===== config.mk =====
export PLATFORM = sky130hd
export DESIGN_NAME = muldiv_unit_flat
export DESIGN_NICKNAME = d
export VERILOG_FILES = /design/src/rtl/muldiv_unit_if.sv /design/src/rtl/muldiv_unit.sv /design/src/flat_wrapper.sv
export SDC_FILE = /design/constraint.sdc
export NUM_CORES = 1
export LEC_CHECK = 0
export BUFFER_PORTS_ARGS = -buffer_cell sky130_fd_sc_hd__buf_2
export CORE_ASPECT_RATIO = 0.75
export CORE_MARGIN = 4
export CORE_UTILIZATION = 53
export CTS_CLUSTER_DIAMETER = 100
export DETAILED_ROUTE_END_ITERATION = 12
export GPL_ROUTABILITY_DRIVEN = 0
export PLACE_DENSITY = 0.89
export SETUP_SLACK_MARGIN = 0.02
export SLEW_MARGIN = 20
export SYNTH_ARGS = -nofsm -noshare
export SYNTH_HDL_FRONTEND = slang
export SYNTH_SLANG_ARGS = --single-unit
export TNS_END_PERCENT = 20

===== constraint.sdc =====
create_clock -name clk -period 5.66 [get_ports clk]
set_input_delay 1.132 -clock clk [delete_from_list [all_inputs] [get_ports clk]]
set_output_delay 1.132 -clock clk [all_outputs]
set_load 0.1 [all_outputs]

===== src/rtl/muldiv_unit_if.sv =====
// muldiv_unit_if: EX-stage bundle between the pipeline and the HI/LO multiply/divide unit.
// Signal names match the original flat port list of muldiv_unit.
interface muldiv_unit_if;
    logic [5:0]  opcodeE;
    logic [5:0]  functE;
    logic [31:0] srcAE;
    logic [31:0] srcBE;
    logic        busyE;
    logic [31:0] mfResultE;
    logic [31:0] hi;
    logic [31:0] lo;

    modport master (
        output opcodeE, functE, srcAE, srcBE,
        input  busyE, mfResultE, hi, lo
    );

    modport slave (
        input  opcodeE, functE, srcAE, srcBE,
        output busyE, mfResultE, hi, lo
    );
endinterface


===== src/rtl/muldiv_unit.sv =====
// muldiv_unit: iterative MULT/MULTU/DIV/DIVU with architectural HI/LO and MFHI/MFLO/MTHI/MTLO.
// Define MULDIV_DIV_EN to build the DIV state and restoring divider; otherwise DIV/DIVU are no-ops.
module muldiv_unit (
    input  logic         clk,
    input  logic         rst,
    muldiv_unit_if.slave bus
);
    localparam logic [5:0] F_MFHI  = 6'h10;
    localparam logic [5:0] F_MTHI  = 6'h11;
    localparam logic [5:0] F_MFLO  = 6'h12;
    localparam logic [5:0] F_MTLO  = 6'h13;
    localparam logic [5:0] F_MULT  = 6'h18;
    localparam logic [5:0] F_MULTU = 6'h19;
`ifdef MULDIV_DIV_EN
    localparam logic [5:0] F_DIV   = 6'h1A;
    localparam logic [5:0] F_DIVU  = 6'h1B;
`endif
    localparam logic [5:0] STEPS   = 6'd32;

    typedef enum logic [1:0] {
        IDLE = 2'd0,
        MUL  = 2'd1,
        FIX  = 2'd2
`ifdef MULDIV_DIV_EN
        , DIV = 2'd3
`endif
    } state_t;

    state_t      state;
    logic [5:0]  cnt;
    logic [31:0] hi_r;
    logic [31:0] lo_r;
    logic [31:0] mcand;
    logic [63:0] prod;
    logic        neg_res;
`ifdef MULDIV_DIV_EN
    logic        neg_rem;
    logic        div_zero;
    logic        is_div;
`endif

    logic        is_r;
    logic        op_mult;
    logic        op_multu;
    logic        op_mfhi;
    logic        op_mflo;
    logic        op_mthi;
    logic        op_mtlo;
    logic        decoded;
    logic        signed_op;
    logic        a_neg;
    logic        b_neg;
    logic [31:0] a_mag;
    logic [31:0] b_mag;
    logic [32:0] mul_sum;
    logic [63:0] mul_res;
`ifdef MULDIV_DIV_EN
    logic        op_div;
    logic        op_divu;
    logic [32:0] div_shift;
    logic [32:0] div_diff;
    logic        div_ge;
    logic [31:0] quot;
    logic [31:0] rem;
`endif

    always_comb begin
        is_r      = (bus.opcodeE == '0);
        op_mult   = is_r && (bus.functE == F_MULT);
        op_multu  = is_r && (bus.functE == F_MULTU);
        op_mfhi   = is_r && (bus.functE == F_MFHI);
        op_mflo   = is_r && (bus.functE == F_MFLO);
        op_mthi   = is_r && (bus.functE == F_MTHI);
        op_mtlo   = is_r && (bus.functE == F_MTLO);
        decoded   = op_mult | op_multu | op_mfhi | op_mflo | op_mthi | op_mtlo;
        signed_op = op_mult;
`ifdef MULDIV_DIV_EN
        op_div    = is_r && (bus.functE == F_DIV);
        op_divu   = is_r && (bus.functE == F_DIVU);
        decoded   = decoded | op_div | op_divu;
        signed_op = signed_op | op_div;
`endif
        a_neg = signed_op & bus.srcAE[31];
        b_neg = signed_op & bus.srcBE[31];
        a_mag = a_neg ? (32'd0 - bus.srcAE) : bus.srcAE;
        b_mag = b_neg ? (32'd0 - bus.srcBE) : bus.srcBE;
    end

    // Multiply: prod holds {partial product, remaining multiplier bits}, shifted right each step.
    always_comb begin
        mul_sum = {1'b0, prod[63:32]} + (prod[0] ? {1'b0, mcand} : 33'd0);
        mul_res = neg_res ? (64'd0 - prod) : prod;
    end

`ifdef MULDIV_DIV_EN
    // Divide: prod holds {partial remainder, dividend/quotient}, shifted left each step.
    always_comb begin
        div_shift = {prod[63:32], prod[31]};
        div_ge    = (div_shift >= {1'b0, mcand});
        div_diff  = div_shift - {1'b0, mcand};
        quot      = div_zero ? '1 : (neg_res ? (32'd0 - prod[31:0]) : prod[31:0]);
        rem       = neg_rem ? (32'd0 - prod[63:32]) : prod[63:32];
    end
`endif

    assign bus.busyE     = (state != IDLE) && decoded;
    assign bus.mfResultE = op_mfhi ? hi_r : (op_mflo ? lo_r : '0);
    assign bus.hi        = hi_r;
    assign bus.lo        = lo_r;

    always_ff @(posedge clk or posedge rst) begin
        if (rst) begin
            state    <= IDLE;
            cnt      <= '0;
            hi_r     <= '0;
            lo_r     <= '0;
            mcand    <= '0;
            prod     <= '0;
            neg_res  <= 1'b0;
`ifdef MULDIV_DIV_EN
            neg_rem  <= 1'b0;
            div_zero <= 1'b0;
            is_div   <= 1'b0;
`endif
        end else begin
            case (state)
                IDLE: begin
                    cnt <= '0;
                    if (op_mult | op_multu) begin
                        mcand   <= a_mag;
                        prod    <= {32'd0, b_mag};
                        neg_res <= a_neg ^ b_neg;
`ifdef MULDIV_DIV_EN
                        is_div  <= 1'b0;
`endif
                        state   <= MUL;
                    end
`ifdef MULDIV_DIV_EN
                    else if (op_div | op_divu) begin
                        mcand    <= b_mag;
                        prod     <= {32'd0, a_mag};
                        neg_res  <= a_neg ^ b_neg;
                        neg_rem  <= a_neg;
                        div_zero <= (bus.srcBE == '0);
                        is_div   <= 1'b1;
                        state    <= DIV;
                    end
`endif
                    else if (op_mthi) begin
                        hi_r <= bus.srcAE;
                    end else if (op_mtlo) begin
                        lo_r <= bus.srcAE;
                    end
                end
                MUL: begin
                    if (cnt == STEPS) begin
                        state <= FIX;
                    end else begin
                        prod <= {mul_sum, prod[31:1]};
                        cnt  <= cnt + 6'd1;
                    end
                end
`ifdef MULDIV_DIV_EN
                DIV: begin
                    if (cnt == STEPS) begin
                        state <= FIX;
                    end else begin
                        if (div_ge) prod <= {div_diff[31:0], prod[30:0], 1'b1};
                        else        prod <= {div_shift[31:0], prod[30:0], 1'b0};
                        cnt <= cnt + 6'd1;
                    end
                end
`endif
                FIX: begin
`ifdef MULDIV_DIV_EN
                    if (is_div) begin
                        hi_r <= rem;
                        lo_r <= quot;
                    end else
`endif
                    begin
                        hi_r <= mul_res[63:32];
                        lo_r <= mul_res[31:0];
                    end
                    state <= IDLE;
                end
                default: state <= IDLE;
            endcase
        end
    end
endmodule


===== src/flat_wrapper.sv =====
// flat-port wrapper written by rule: the top's interface ports become plain ports
module muldiv_unit_flat 
  (clk, rst, bus_opcodeE, bus_functE, bus_srcAE, bus_srcBE, bus_busyE, bus_mfResultE, bus_hi, bus_lo);
  muldiv_unit_if bus_i ();
  input  logic clk;
  input  logic rst;
  input wire logic [$bits(bus_i.opcodeE)-1:0] bus_opcodeE;
  input wire logic [$bits(bus_i.functE)-1:0] bus_functE;
  input wire logic [$bits(bus_i.srcAE)-1:0] bus_srcAE;
  input wire logic [$bits(bus_i.srcBE)-1:0] bus_srcBE;
  output wire logic [$bits(bus_i.busyE)-1:0] bus_busyE;
  output wire logic [$bits(bus_i.mfResultE)-1:0] bus_mfResultE;
  output wire logic [$bits(bus_i.hi)-1:0] bus_hi;
  output wire logic [$bits(bus_i.lo)-1:0] bus_lo;
  assign bus_i.opcodeE = bus_opcodeE;
  assign bus_i.functE = bus_functE;
  assign bus_i.srcAE = bus_srcAE;
  assign bus_i.srcBE = bus_srcBE;
  assign bus_busyE = bus_i.busyE;
  assign bus_mfResultE = bus_i.mfResultE;
  assign bus_hi = bus_i.hi;
  assign bus_lo = bus_i.lo;
  muldiv_unit u_core (.clk(clk), .rst(rst), .bus(bus_i));
endmodule

==> out/metrics.cfg <==
[grt]
grt_max_degree = 170
met2_usage_pct = 45.9
gr-max-usage-layer = met2
grt_usage_pct = 30.9
grtUsageMet1_pct = 42.6
met3_usage_pct = 7.52
grt_overflow = 0
grt_pass1_wl_um = 63500
grt_pass1_vias = 11900
antenna_found_initial = 3

[routing]
wl_per_cell_um = 21.4
ant_nets = 0
drtIter0Drc = 1871
vias = 12700
viasPerCell = 6.69
drc = 0
drt_wl_total_um = 40500
first_pass_iters = 6

[synth]
netlist_instances = 1457
async_flop_share_pct = 100
ys_ff_latch = 169
syn_area_per_cell_um2 = 8.27
synth_area_leader_cell = dfrtp_1
synthesis.nets = 1573
yosys-top-cells-area = dfrtp_1 35%, o21ai_0 6.8%, a21oi_1 4.8%
synth_cell_types = 66
yosys-top-cells-count = 169 x dfrtp_1, 164 x o21ai_0, 153 x nand2_1
yosysMostFrequentCell = dfrtp_1
yosys_warnings = 0
ys.flop_type = dfrtp_1
synth.top_cell.area_share_pct = 35.1
syn_area_um2 = 12100
synth_edf_count = 0
yosysSeqAreaShare_pct = 35.1

[floorplanning]
ios = 175
rows = 47
core_area_um2 = 22200
die_x_um = 182
initial_utilization_pct = 54.2
dieArea_um2 = 25200
die_h_um = 139

[layout]
drive_above_1_share_pct = 15.2
areaGrowthSynthToFinish_pct = 13.8
layout.nets = 1699

[critical_path]
crit_required_ns = 4.53
rrSetupSlack_ns = 1.93
r2r-end = u_core.prod[61]
cp-end-kind = primary output
rr_worst_depth = 12
path_class = in -> out
cp.arrival_ns = 3.10
r2r-start = u_core.prod[0]
crit_fanout = 17
start_kind = input pin
crit_end = bus_mfResultE[9]
critPathLaunch = bus_opcodeE[1]

[min_path]
hp-class = reg -> reg
min_from = u_core.mcand[9]

[flow_run]
maxCapViolCount = 0

[cts]
cts.path.max_buffers = 2
ctsHtreeMaxLevel = 4
cts_made_buffers = 17
cts_resized = 0
insertion_delay_ns = 0.45
post_cts_buffers = 0
clkSinkCount = 169
cts_tree = built
hold_buffers = 0
path_clk_slew_ns = 0.08
cts-root-buf = clkbuf_16

[placed_design]
dp_hpwl_um = 29200
port_buffers = 174

[timing]
maxSlewHeadroom_pct = 20.4
fin_tns_setup_ns = 0
fin_skew_ns = 0.0144
rsz0062_at_grt = no
hold_viol = 0
tightest_slew_ns = 1.18
min_period_ns = 4.23
fmax_mhz = 237
finalSetupViolations = 0
period_share_pct = 74.7
slew_viol_final = 0

[power]
power.total_uw = 3530
ir_worst_vdd_v = 0.000226
p_leak_uw = 0.00608
power_density_nw_per_um2 = 258

[outcome]
status = finished, final reports clean

==> layer usage <==
metal	vias up	part of all wire [%]	wire (µm)
met5	-	0	0
met1	5983	39	15900
met4	0	4.6	1840
met2	957	44	17600
li1	5583	-	-
met3	151	13	5130
==> worst min-delay path by stage <==
stage,slack (ns),end,depth (start not counted)
after floorplan,0.44,u_core.mcand[0],2
after global placement,0.45,u_core.mcand[3],2
after detailed placement,0.46,u_core.mcand[6],2
after CTS,0.48,u_core.mcand[21],2
after global routing,0.49,u_core.mcand[6],2
final,0.48,u_core.mcand[9],2
==> registers in the layout, indices dropped and copies added (netlist names) <==
| signal | count |
|---|---|
| u_core.cnt | 6 |
| u_core.state | 2 |
| u_core.bus.hi | 32 |
| u_core.bus.lo | 32 |
| u_core.prod | 64 |
| u_core.neg_res | 1 |
| u_core.mcand | 32 |
==> stage by stage <==
step	instances	util [%]	worst slack [ns]	area, µm²	hold WS [ns]
finish	1894	61.7	1.43	13700	0.476
global route	1893	61.7	1.29	13700	0.494
CTS	1890	61.7	1.47	13700	0.477
detailed placement	1858	59.1	1.48	13100	0.462
global placement	1858	59.1	1.55	13100	0.453
floorplan	1457	-	0.600	12100	0.442
==> placed cells by master, fill, tap and decap left out, types with 18 or more instances in the layout <==
cell type and n:
o31ai_1 29, mux2i_1 32, buf_2 174, nand3_1 29, and2_1 38, nand2_1 153
o22ai_1 18, a22o_1 45, or3_1 18, dfrtp_1 167, a211oi_1 21, nor2_1 100
nor3_1 39, and3_1 24, ha_1 37, xor2_1 57, a21oi_1 116, inv_1 26
xnor2_1 57, o21ai_0 164
==> cell families after synthesis <==
logic type      share of synthesized area, %
fa+ha+maj                               4.01
simple gates                            21.6
compound gates                          24.8
xor+xnor                                8.28
flops                                   35.1
mux                                     2.66
buf+inv                                 3.54
==> report_power, final <==
| part | total [µW] | switching (µW) | internal [µW] |
|---|---|---|---|
| registers | 1570 | 255 | 1310 |
| clock network | 1150 | 572 | 578 |
| logic | 817 | 521 | 295 |
==> layout make-up <==
cell class / instances / area [µm²]
Antenna cell: 4 / 10.0
Clock buffer: 17 / 425
Clock inverter: 15 / 134
Fill cell: 1811 / 8510
Inverter: 27 / 105
Multi-Input combinational cell: 1176 / 7430
Sequential cell: 169 / 4230
Tap cell: 294 / 368
Timing Repair Buffer: 192 / 1020
==> critical path, cell delays in order <==
cell and delay [ns]:
buf_2 0.10, nor4_1 0.32, nand3_1 0.28, nor4b_2 0.37
buf_4 0.30, a22o_1 0.17, buf_2 0.42
(Power assumes the default switching activity.)
